--- src/rtl/ifetch_pkg.sv ---
// Shared types for the instruction-fetch front end: FSM states, PC step
// and the entry layout stored in the fetch queue.
package ifetch_pkg;

  typedef enum logic [1:0] {
    IDLE,
    BUSY,
    FLUSH
  } state_t;

  localparam int PC_INC = 4;

  // Default-width view of one queue entry; the queue packs {pc, inst} in this order.
  typedef struct packed {
    logic [31:0] pc;
    logic [31:0] inst;
  } fetch_entry_t;

endpackage

--- src/rtl/ifetch_queue_fifo.sv ---
// Generic synchronous FIFO with registered head output, shaped for block RAM.
// A push into an effectively empty queue is forwarded straight to the head register.
module sync_fifo #(
  parameter int WIDTH = 64,
  parameter int DEPTH = 4
) (
  input  logic                   clk,
  input  logic                   rst,
  input  logic                   push,
  input  logic                   pop,
  input  logic                   clear,
  input  logic [WIDTH-1:0]       wdata,
  output logic [WIDTH-1:0]       head,
  output logic [$clog2(DEPTH):0] count
);

  localparam int PW = $clog2(DEPTH);

  logic [WIDTH-1:0] mem [DEPTH];
  logic [PW-1:0]    rd_ptr_reg;
  logic [PW-1:0]    wr_ptr_reg;
  logic [PW-1:0]    rd_ptr_next;
  logic [PW:0]      count_reg;
  logic [WIDTH-1:0] head_reg;

  assign rd_ptr_next = rd_ptr_reg + PW'(pop);

  always_ff @(posedge clk) begin
    if (push) begin
      mem[wr_ptr_reg] <= wdata;
    end
  end

  always_ff @(posedge clk) begin
    if (rst || clear) begin
      rd_ptr_reg <= '0;
      wr_ptr_reg <= '0;
      count_reg  <= '0;
      head_reg   <= '0;
    end else begin
      if (push) begin
        wr_ptr_reg <= wr_ptr_reg + PW'(1);
      end
      rd_ptr_reg <= rd_ptr_next;
      count_reg  <= count_reg + (PW+1)'(push) - (PW+1)'(pop);
      // The slot being written is the next head only when nothing else is queued.
      head_reg   <= (push && (wr_ptr_reg == rd_ptr_next)) ? wdata : mem[rd_ptr_next];
      assert (!(push && !pop && (count_reg == (PW+1)'(DEPTH))));
    end
  end

  assign head  = head_reg;
  assign count = count_reg;

endmodule

--- src/rtl/ifetch_queue.sv ---
// Fetch PC owner and instruction-memory handshake; fetched words are queued
// with their PCs and streamed to decode. A redirect flushes queue and fetch.
module ifetch_queue
  import ifetch_pkg::*;
#(
  parameter int                DEPTH    = 4,
  parameter int                ADDR_W   = 32,
  parameter int                DATA_W   = 32,
  parameter logic [ADDR_W-1:0] RESET_PC = '0
) (
  input  logic                     clk,
  input  logic                     rst,
  output logic                     mem_req,
  output logic [ADDR_W-1:0]        mem_addr,
  input  logic                     mem_ack,
  input  logic [DATA_W-1:0]        mem_rdata,
  output logic                     inst_valid,
  output logic [DATA_W-1:0]        inst,
  output logic [ADDR_W-1:0]        inst_pc,
  input  logic                     inst_ready,
  input  logic                     redirect,
  input  logic [ADDR_W-1:0]        redirect_pc,
  output logic [$clog2(DEPTH):0]   occupancy
);

  localparam int CW = $clog2(DEPTH) + 1;

  state_t              state_reg, state_next;
  logic [ADDR_W-1:0]   fetch_pc_reg, fetch_pc_next;
  logic [ADDR_W-1:0]   flush_addr_reg, flush_addr_next;
  logic [ADDR_W-1:0]   redirect_aligned;
  logic                push, pop;
  logic [CW-1:0]       count;
  logic [CW-1:0]       count_after_pop;
  logic [ADDR_W+DATA_W-1:0] head;

  assign redirect_aligned = redirect_pc & ~ADDR_W'(3);
  assign inst_valid       = (count != '0);
  assign pop              = inst_valid && inst_ready && !redirect;
  assign count_after_pop  = count - CW'(pop);

  always_comb begin
    state_next      = state_reg;
    fetch_pc_next   = fetch_pc_reg;
    flush_addr_next = flush_addr_reg;
    push            = 1'b0;
    mem_req         = 1'b0;
    mem_addr        = '0;
    case (state_reg)
      IDLE: begin
        if (redirect) begin
          fetch_pc_next = redirect_aligned;
        end else if (count_after_pop < CW'(DEPTH)) begin
          state_next = BUSY;
        end
      end
      BUSY: begin
        mem_req  = 1'b1;
        mem_addr = fetch_pc_reg;
        if (redirect) begin
          fetch_pc_next = redirect_aligned;
          if (mem_ack) begin
            state_next = IDLE;
          end else begin
            // Outstanding request must finish at its original address.
            state_next      = FLUSH;
            flush_addr_next = fetch_pc_reg;
          end
        end else if (mem_ack) begin
          push          = 1'b1;
          fetch_pc_next = fetch_pc_reg + ADDR_W'(PC_INC);
          if ((count_after_pop + CW'(1)) >= CW'(DEPTH)) begin
            state_next = IDLE;
          end
        end
      end
      FLUSH: begin
        mem_req  = 1'b1;
        mem_addr = flush_addr_reg;
        if (redirect) begin
          fetch_pc_next = redirect_aligned;
        end
        if (mem_ack) begin
          state_next = IDLE;
        end
      end
      default: state_next = IDLE;
    endcase
  end

  always_ff @(posedge clk) begin
    if (rst) begin
      state_reg      <= IDLE;
      fetch_pc_reg   <= RESET_PC;
      flush_addr_reg <= '0;
    end else begin
      state_reg      <= state_next;
      fetch_pc_reg   <= fetch_pc_next;
      flush_addr_reg <= flush_addr_next;
    end
  end

  sync_fifo #(
    .WIDTH (ADDR_W + DATA_W),
    .DEPTH (DEPTH)
  ) u_fifo (
    .clk   (clk),
    .rst   (rst),
    .push  (push),
    .pop   (pop),
    .clear (redirect),
    .wdata ({fetch_pc_reg, mem_rdata}),
    .head  (head),
    .count (count)
  );

  assign inst_pc   = head[ADDR_W+DATA_W-1 -: ADDR_W];
  assign inst      = head[DATA_W-1:0];
  assign occupancy = count;

endmodule

--- config.mk ---
export PLATFORM = sky130hd
export DESIGN_NAME = ifetch_queue
export DESIGN_NICKNAME = d
export VERILOG_FILES = /design/src/rtl/ifetch_pkg.sv /design/src/rtl/ifetch_queue_fifo.sv /design/src/rtl/ifetch_queue.sv
export SDC_FILE = /design/constraint.sdc
export NUM_CORES = 1
export LEC_CHECK = 0
export ABC_AREA = 1
export BUFFER_PORTS_ARGS = -buffer_cell sky130_fd_sc_hd__buf_2
export CORE_MARGIN = 2
export CORE_UTILIZATION = 50
export CTS_CLUSTER_SIZE = 40
export DETAILED_ROUTE_END_ITERATION = 10
export GPL_TIMING_DRIVEN = 0
export PLACE_DENSITY = 0.77
export SYNTH_ARGS = -nofsm -noshare
export SYNTH_HDL_FRONTEND = slang
export SYNTH_SLANG_ARGS = --single-unit
--- constraint.sdc ---
create_clock -name clk -period 12.94 [get_ports clk]
set_input_delay 2.588 -clock clk [delete_from_list [all_inputs] [get_ports clk]]
set_output_delay 2.588 -clock clk [all_outputs]
set_load 0.01 [all_outputs]
# Yosys cells after proc, flatten, opt, wreduce, memory -nomap -nowiden
# Memory sizes are Yosys's and may differ from the RTL's. A register that Yosys moved wholly into a read port is not among the register bits.
# Index checks and enable logic that the tools add are counted.
# totals
register_bits	73
mem_bits_rw	256
input_bits	69
wordCells	56
mem_count	1
# mem_list
memory	depth	word_bits	read_ports	rd_ports_with_merged_regs	wr	line_no	text
u_fifo.mem	4	64	1	1	1	ifetch_queue_fifo.sv:19	logic [WIDTH-1:0] mem [DEPTH];
# op_classes
n_addsub	7
n_lt_le_gt_ge	2
eq_ne	8
muxes	19
n_bitwise	1
n_reduce_logical	12
# op_table
cell	count
32-bit one-hot mux with 2 select lines	2
32-bit 2-to-1 mux	3
32-bit by 3-bit adder with 32-bit output, second input constant	1
2-bit 2-to-1 mux	7
1-bit 2-to-1 mux	6
2-bit != test, second input constant	3
3-bit != test, second input constant	2
2-bit one-hot mux with 3 select lines	1
3-bit AND reduction	2
3-bit by 1-bit subtractor with 3-bit output	2
5-bit AND reduction	1
2-bit OR reduction	2
3-bit by 1-bit adder with 3-bit output	1
3-bit by 1-bit adder with 3-bit output, second input constant	1
3-bit greater-or-equal comparator, second input constant	1
3-bit < comparator, second input constant	1
3-bit nonzero test	1
2-bit by 1-bit adder with 2-bit output	1
2-bit by 1-bit adder with 2-bit output, second input constant	1
2-bit by 1-bit equality test with 1-bit output, second input constant	1
2-bit equality test, second input constant	1
1-bit logical AND	2
2-bit zero test	1
2-bit by 1-bit != test with 1-bit output, second input constant	1
4 further kinds	4

# Longest topological paths before layout
# logic_depth
word_depth	10
mapped_depth	14
mapped_depth_nobuf	12

# Modules after synthesis
# From an unflattened synthesis, not the netlist that was laid out.
# hier_totals
hier_cells	2027
hier_area_um2	17440.5
# modules_own_cells
mod	instances	cells_per_inst	area_per_inst_um2	seq_area_each_um2
sync_fifo	1	1354	13315.3	9108.7
ifetch_queue	1	673	4125.2	1241.2

# Worst setup path after synthesis
# No wires, ideal clock.
# synth_timing
path_kind	input-to-reg
from	in redirect
to	mem u_fifo.mem[0][0], enable pin
t_arrival_ns	5.664
path_slack_ns	6.794
cell_stages	6
path_buffers	1
cell_sequence	buf_2 > inv_1 > nand2_1 > inv_1 > nand2_2 > nor2_1
# synth_between
elab_chain_cells	4
# synth_lines
item	line_no	text
from (decl)	ifetch_queue.sv:21	input logic redirect,
1-bit 2-to-1 mux	ifetch_queue.sv:60	if (redirect) begin
1-bit 2-to-1 mux	ifetch_queue.sv:49	case (state_reg)
1-bit 2-to-1 mux	ifetch_queue_fifo.sv:29	if (push) begin
1-bit 2-to-1 mux (not written as such)	ifetch_queue_fifo.sv:30	mem[wr_ptr_reg] <= wdata;
to (decl)	ifetch_queue_fifo.sv:19	
# No other way between the ends.

# Worst setup path in the final report
# layout_timing
from	in redirect
to	reg u_fifo.head_reg[47] (netlist: u_fifo.head[47]) (read register of u_fifo.mem)
# layout_between
elab_chain_cells	3
word_cells_on_any_way	4
# layout_lines
item	line_no	text
1-bit zero test	ifetch_queue.sv:39	assign pop = inst_valid && inst_ready && !redirect;
1-bit logical AND	ifetch_queue.sv:39	
2-bit by 1-bit adder with 2-bit output	ifetch_queue_fifo.sv:26	assign rd_ptr_next = rd_ptr_reg + PW'(pop);
via u_fifo.rd_ptr_next[0]	ifetch_queue_fifo.sv:22	logic [PW-1:0] rd_ptr_next;
to (decl)	ifetch_queue_fifo.sv:24	logic [WIDTH-1:0] head_reg;
# The timed path passes the listed nets, and every way through them passes these cells.
# A chain may end at the register's enable or synchronous reset.

==> summary.md <==
| Metric | Value |
|---|---|
| Wire length on met1 | 17800 µm |
| Yosys top cell area share | 47.0% |
| Antenna Violating Nets Remaining | 0 |
| Pre-antenna DRT Iters | 6 |
| Number of buffers inserted during clock tree synthesis | 40 |
| Type of the worst setup path | input pin to flop |
| Crit-path max cell delay | 510 ps |
| Critical path cell sequence | buf_2 -> nor2_1 -> ha_1 -> buf_2 -> inv_2 -> clkbuf_1 -> clkbuf_1 -> nand2_1 -> nand2_1 -> nand2_1 -> a31oi_1 |
| Final worst-path cycle share | 38.6% |
| Number of global-route vias before repair | 12317 |
| Largest net degree at the start of global routing | 29 |
| Number of setup buffers added after CTS | 0 |
| Top fanout value on the critical path | 10 |
| DRC marker count from the first detailed-route iteration | 1392 |
| X dimension of the die | 182 µm |
| Most prevalent standard cell on the critical path | sky130_fd_sc_hd__nand2_1 |
| Unrepaired setup endpoints after global routing | false |
| CP endpoint kind | flop |
| Total wire length after detailed routing | 44400 µm |
| Max-cap violation count | 0 |
| Filler Cells Inserted | 2587 |
| Class of the worst hold path | flop to flop |
| Max-slew violation total from the final report | 0 |
| Total number of yosys warnings | 0 |
| Register Area | 10100 µm² |
| Hold-fix buffers at CTS | 0 |
| Die area | 33200 µm² |
| Highest Clock Rate | 200 MHz |
| Starting density of the core | 50.5% |
| Arrival time of data at the critical path endpoint | 5430 ps |
| Number of storage elements in the synthesis netlist | 379 |
| Final net count | 2018 |
| Mean cell area of the mapped netlist | 9.22 µm² |
| Number of unique standard cell types used by synthesis | 33 |
| Per-cell routed wire length | 18.8 µm |
| Static leakage power | 7.60 nW |
| Worst VDD drop | 0.193 mV |
| Setup TNS | 0 ps |
| Port Buffers | 161 |
| Time the final worst path needs with I/O delays and setup | 5000 ps |
| Post-layout instance area | 18800 µm² |
| Clk Latency, worst-skew pair | 540 ps |
| Clock tree from TritonCTS | done |
| Required time of the critical path | 13370 ps |
| Via count of the routed design | 13058 |
| Syn Inst Count | 1720 |
| HPWL after DPL | 30300 µm |
| Height of the chip | 182 µm |
| Slew at the pin closest to its max-slew limit | 1370 ps |
| Post-synthesis instance area | 15900 µm² |
| Synthesis-to-layout area growth | 18.4% |
| Kind of launch point of the worst setup path | input pin |
| Diode insertion count for antenna repair | 0 |
| Relative slew slack | 8.24% |
| Fraction of the core area covered by cells at the end of the flow | 59.8% |
| Clock tree buffer depth | 3 |
| Count of final hold-check violations | 0 |
| Final setup violating endpoints | 0 |
| Global router's overall resource usage | 26.3% |
| Final weighted congestion of routability-driven global placement | 0.964 |
| I/O Pins | 170 |
| Result of the run | complete, no violations |
| Number of placement rows | 65 |
| Cell Pwr Density | 170 nW/µm² |
| Sequential share of the synthesized area | 63.5% |
| Fin Clk Skew | 24.7 ps |
| Clk Tree Root Cell | sky130_fd_sc_hd__clkbuf_16 |
| Clock-pin slew on the worst setup and hold paths | 60 ps |
| Drc violations | 0 |
| Resized cells post-CTS | 0 |
| Core area | 31400 µm² |
| Aggregate global routing overflow | 0 |
| Cell area reported after detailed placement | 17500 µm² |
| Wire length of the first global-routing pass | 67700 µm |
| Reg-to-reg setup timing slack | 9540 ps |
| Maximum level of the CTS H-tree | 2 |
| Flip-flop count of the largest register, all copies and words added | 248 |
| Initial antenna violation count | 0 |
| Max layer used | met4 |
| Clock sink count | 379 |
| Cell taking the most area after synthesis | sky130_fd_sc_hd__edfxtp_1 |
| Critical-path top delay cell | sky130_fd_sc_hd__clkbuf_1 |
| Top cells by area, synth | sky130_fd_sc_hd__edfxtp_1 (47%), sky130_fd_sc_hd__nand2_1 (17%), sky130_fd_sc_hd__dfxtp_1 (17%) |
| Amount of wire on met2 after detailed routing | 20700 µm |
| Layout cells sized above 1 | 13.5% |
| Combined area of the multi-input logic cells | 5210 µm² |
| Vias per cell | 5.51 |
| Met3 layer wire length in the routed design | 4400 µm |
## layout by cell type, fill, tap and decap left out, types with 4 or more instances in the layout
| cell | count |
|---|---|
| sky130_fd_sc_hd__a21oi_1 | 99 |
| sky130_fd_sc_hd__a31oi_1 | 42 |
| sky130_fd_sc_hd__buf_16 | 8 |
| sky130_fd_sc_hd__buf_2 | 173 |
| sky130_fd_sc_hd__buf_4 | 7 |
| sky130_fd_sc_hd__clkbuf_1 | 85 |
| sky130_fd_sc_hd__clkbuf_16 | 40 |
| sky130_fd_sc_hd__clkbuf_8 | 8 |
| sky130_fd_sc_hd__clkinv_1 | 5 |
| sky130_fd_sc_hd__clkinv_2 | 7 |
| sky130_fd_sc_hd__conb_1 | 4 |
| sky130_fd_sc_hd__dfxtp_1 | 131 |
| sky130_fd_sc_hd__edfxtp_1 | 248 |
| sky130_fd_sc_hd__ha_1 | 12 |
| sky130_fd_sc_hd__inv_1 | 54 |
| sky130_fd_sc_hd__nand2_1 | 713 |
| sky130_fd_sc_hd__nand3_1 | 61 |
| sky130_fd_sc_hd__nor2_1 | 126 |
| sky130_fd_sc_hd__nor2_4 | 4 |
| sky130_fd_sc_hd__o211a_1 | 12 |
| sky130_fd_sc_hd__o21ai_0 | 78 |
| sky130_fd_sc_hd__o21ai_1 | 14 |
| sky130_fd_sc_hd__or2_2 | 4 |
## per-stage QoR
step / setup WS [ps] / hold slack [ps] / std cells / power, W
2_1_floorplan: 6790 / 455 / 1723 / 0.00183
3_3_place_gp: 4620 / 488 / 2286 / 0.00205
3_5_place_dp: 7470 / 511 / 2296 / 0.00207
4_1_cts: 8010 / 528 / 2369 / 0.00319
5_1_grt: 7840 / 540 / 2369 / 0.00332
6_report: 7940 / 529 / 2369 / 0.00320
## critical path: cells and delay by family
family | cells | cell delay [ps]
buffers and inverters | 5 | 1560
adder cells (fa/ha/maj) | 1 | 310
AND/OR/NAND/NOR | 4 | 680
AO/OA/AOI/OAI | 1 | 260
## path summary, 6_finish.rpt
kind,startpoint,end,cells after the start
hold reg to reg,flush_addr_reg[15]$_SDFFE_PP0P_,flush_addr_reg[15]$_SDFFE_PP0P_,2
hold / removal,flush_addr_reg[15]$_SDFFE_PP0P_,flush_addr_reg[15]$_SDFFE_PP0P_,2
setup / recovery,redirect,u_fifo.head[47]$_SDFF_PP0_,11
setup reg to reg,u_fifo.count[1]$_SDFF_PP0_,u_fifo.head[47]$_SDFF_PP0_,13
## final cells by class
class	instances	area share, %
plain buffers	99	2.20
well taps	402	2.68
clock inverters	17	0.919
flip-flops and latches	379	53.6
multi-input cells	1188	27.7
repair buffers	171	5.67
clock buffers	56	6.07
inverters	57	1.14
## synthesized netlist by cell type
| cell type | number |
|---|---|
| sky130_fd_sc_hd__a211oi_1 | 2 |
| sky130_fd_sc_hd__a21oi_1 | 99 |
| sky130_fd_sc_hd__a31oi_1 | 42 |
| sky130_fd_sc_hd__buf_1 | 3 |
| sky130_fd_sc_hd__buf_2 | 12 |
| sky130_fd_sc_hd__buf_4 | 7 |
| sky130_fd_sc_hd__clkbuf_1 | 77 |
| sky130_fd_sc_hd__clkinv_1 | 1 |
| sky130_fd_sc_hd__conb_1 | 1 |
| sky130_fd_sc_hd__dfxtp_1 | 131 |
| sky130_fd_sc_hd__edfxtp_1 | 248 |
| sky130_fd_sc_hd__fa_1 | 1 |
| sky130_fd_sc_hd__ha_1 | 12 |
| sky130_fd_sc_hd__inv_1 | 54 |
| sky130_fd_sc_hd__inv_2 | 2 |
| sky130_fd_sc_hd__nand2_1 | 713 |
| sky130_fd_sc_hd__nand2_2 | 1 |
| sky130_fd_sc_hd__nand3_1 | 61 |
| sky130_fd_sc_hd__nand3_2 | 1 |
| sky130_fd_sc_hd__nand4_1 | 3 |
| sky130_fd_sc_hd__nor2_1 | 130 |
| sky130_fd_sc_hd__nor3_2 | 1 |
| sky130_fd_sc_hd__o211a_1 | 12 |
| sky130_fd_sc_hd__o211ai_1 | 1 |
| sky130_fd_sc_hd__o21ai_0 | 78 |
| sky130_fd_sc_hd__o21ai_1 | 14 |
| sky130_fd_sc_hd__o22ai_1 | 1 |
| sky130_fd_sc_hd__o31ai_1 | 1 |
| sky130_fd_sc_hd__or2_2 | 4 |
| sky130_fd_sc_hd__xnor2_1 | 2 |
| sky130_fd_sc_hd__xnor2_2 | 1 |
| sky130_fd_sc_hd__xor2_1 | 3 |
| sky130_fd_sc_hd__xor2_2 | 1 |
## per-layer routing
layer,vias to the layer above,track usage (%)
met1,6084,35.6
li1,6140,-
met2,731,42.9
met5,-,0
met3,103,4.21
met4,0,10.4
## logic make-up after synthesis
family	synth area share, %
xor+xnor	0.481
simple gates	22.3
buf+inv	3.95
other cells	0.0236
compound gates	8.67
fa+ha+maj	1.07
flops	63.5
## where the power goes
part           leakage [nW]  internal [W]  switching, W  total, W
Sequential             3.33       0.00141      0.000119   0.00153
Clock                 0.648      0.000676      0.000461   0.00114
Combinational          3.62      0.000159      0.000381  0.000540
Power figures use the tool's default switching activity.
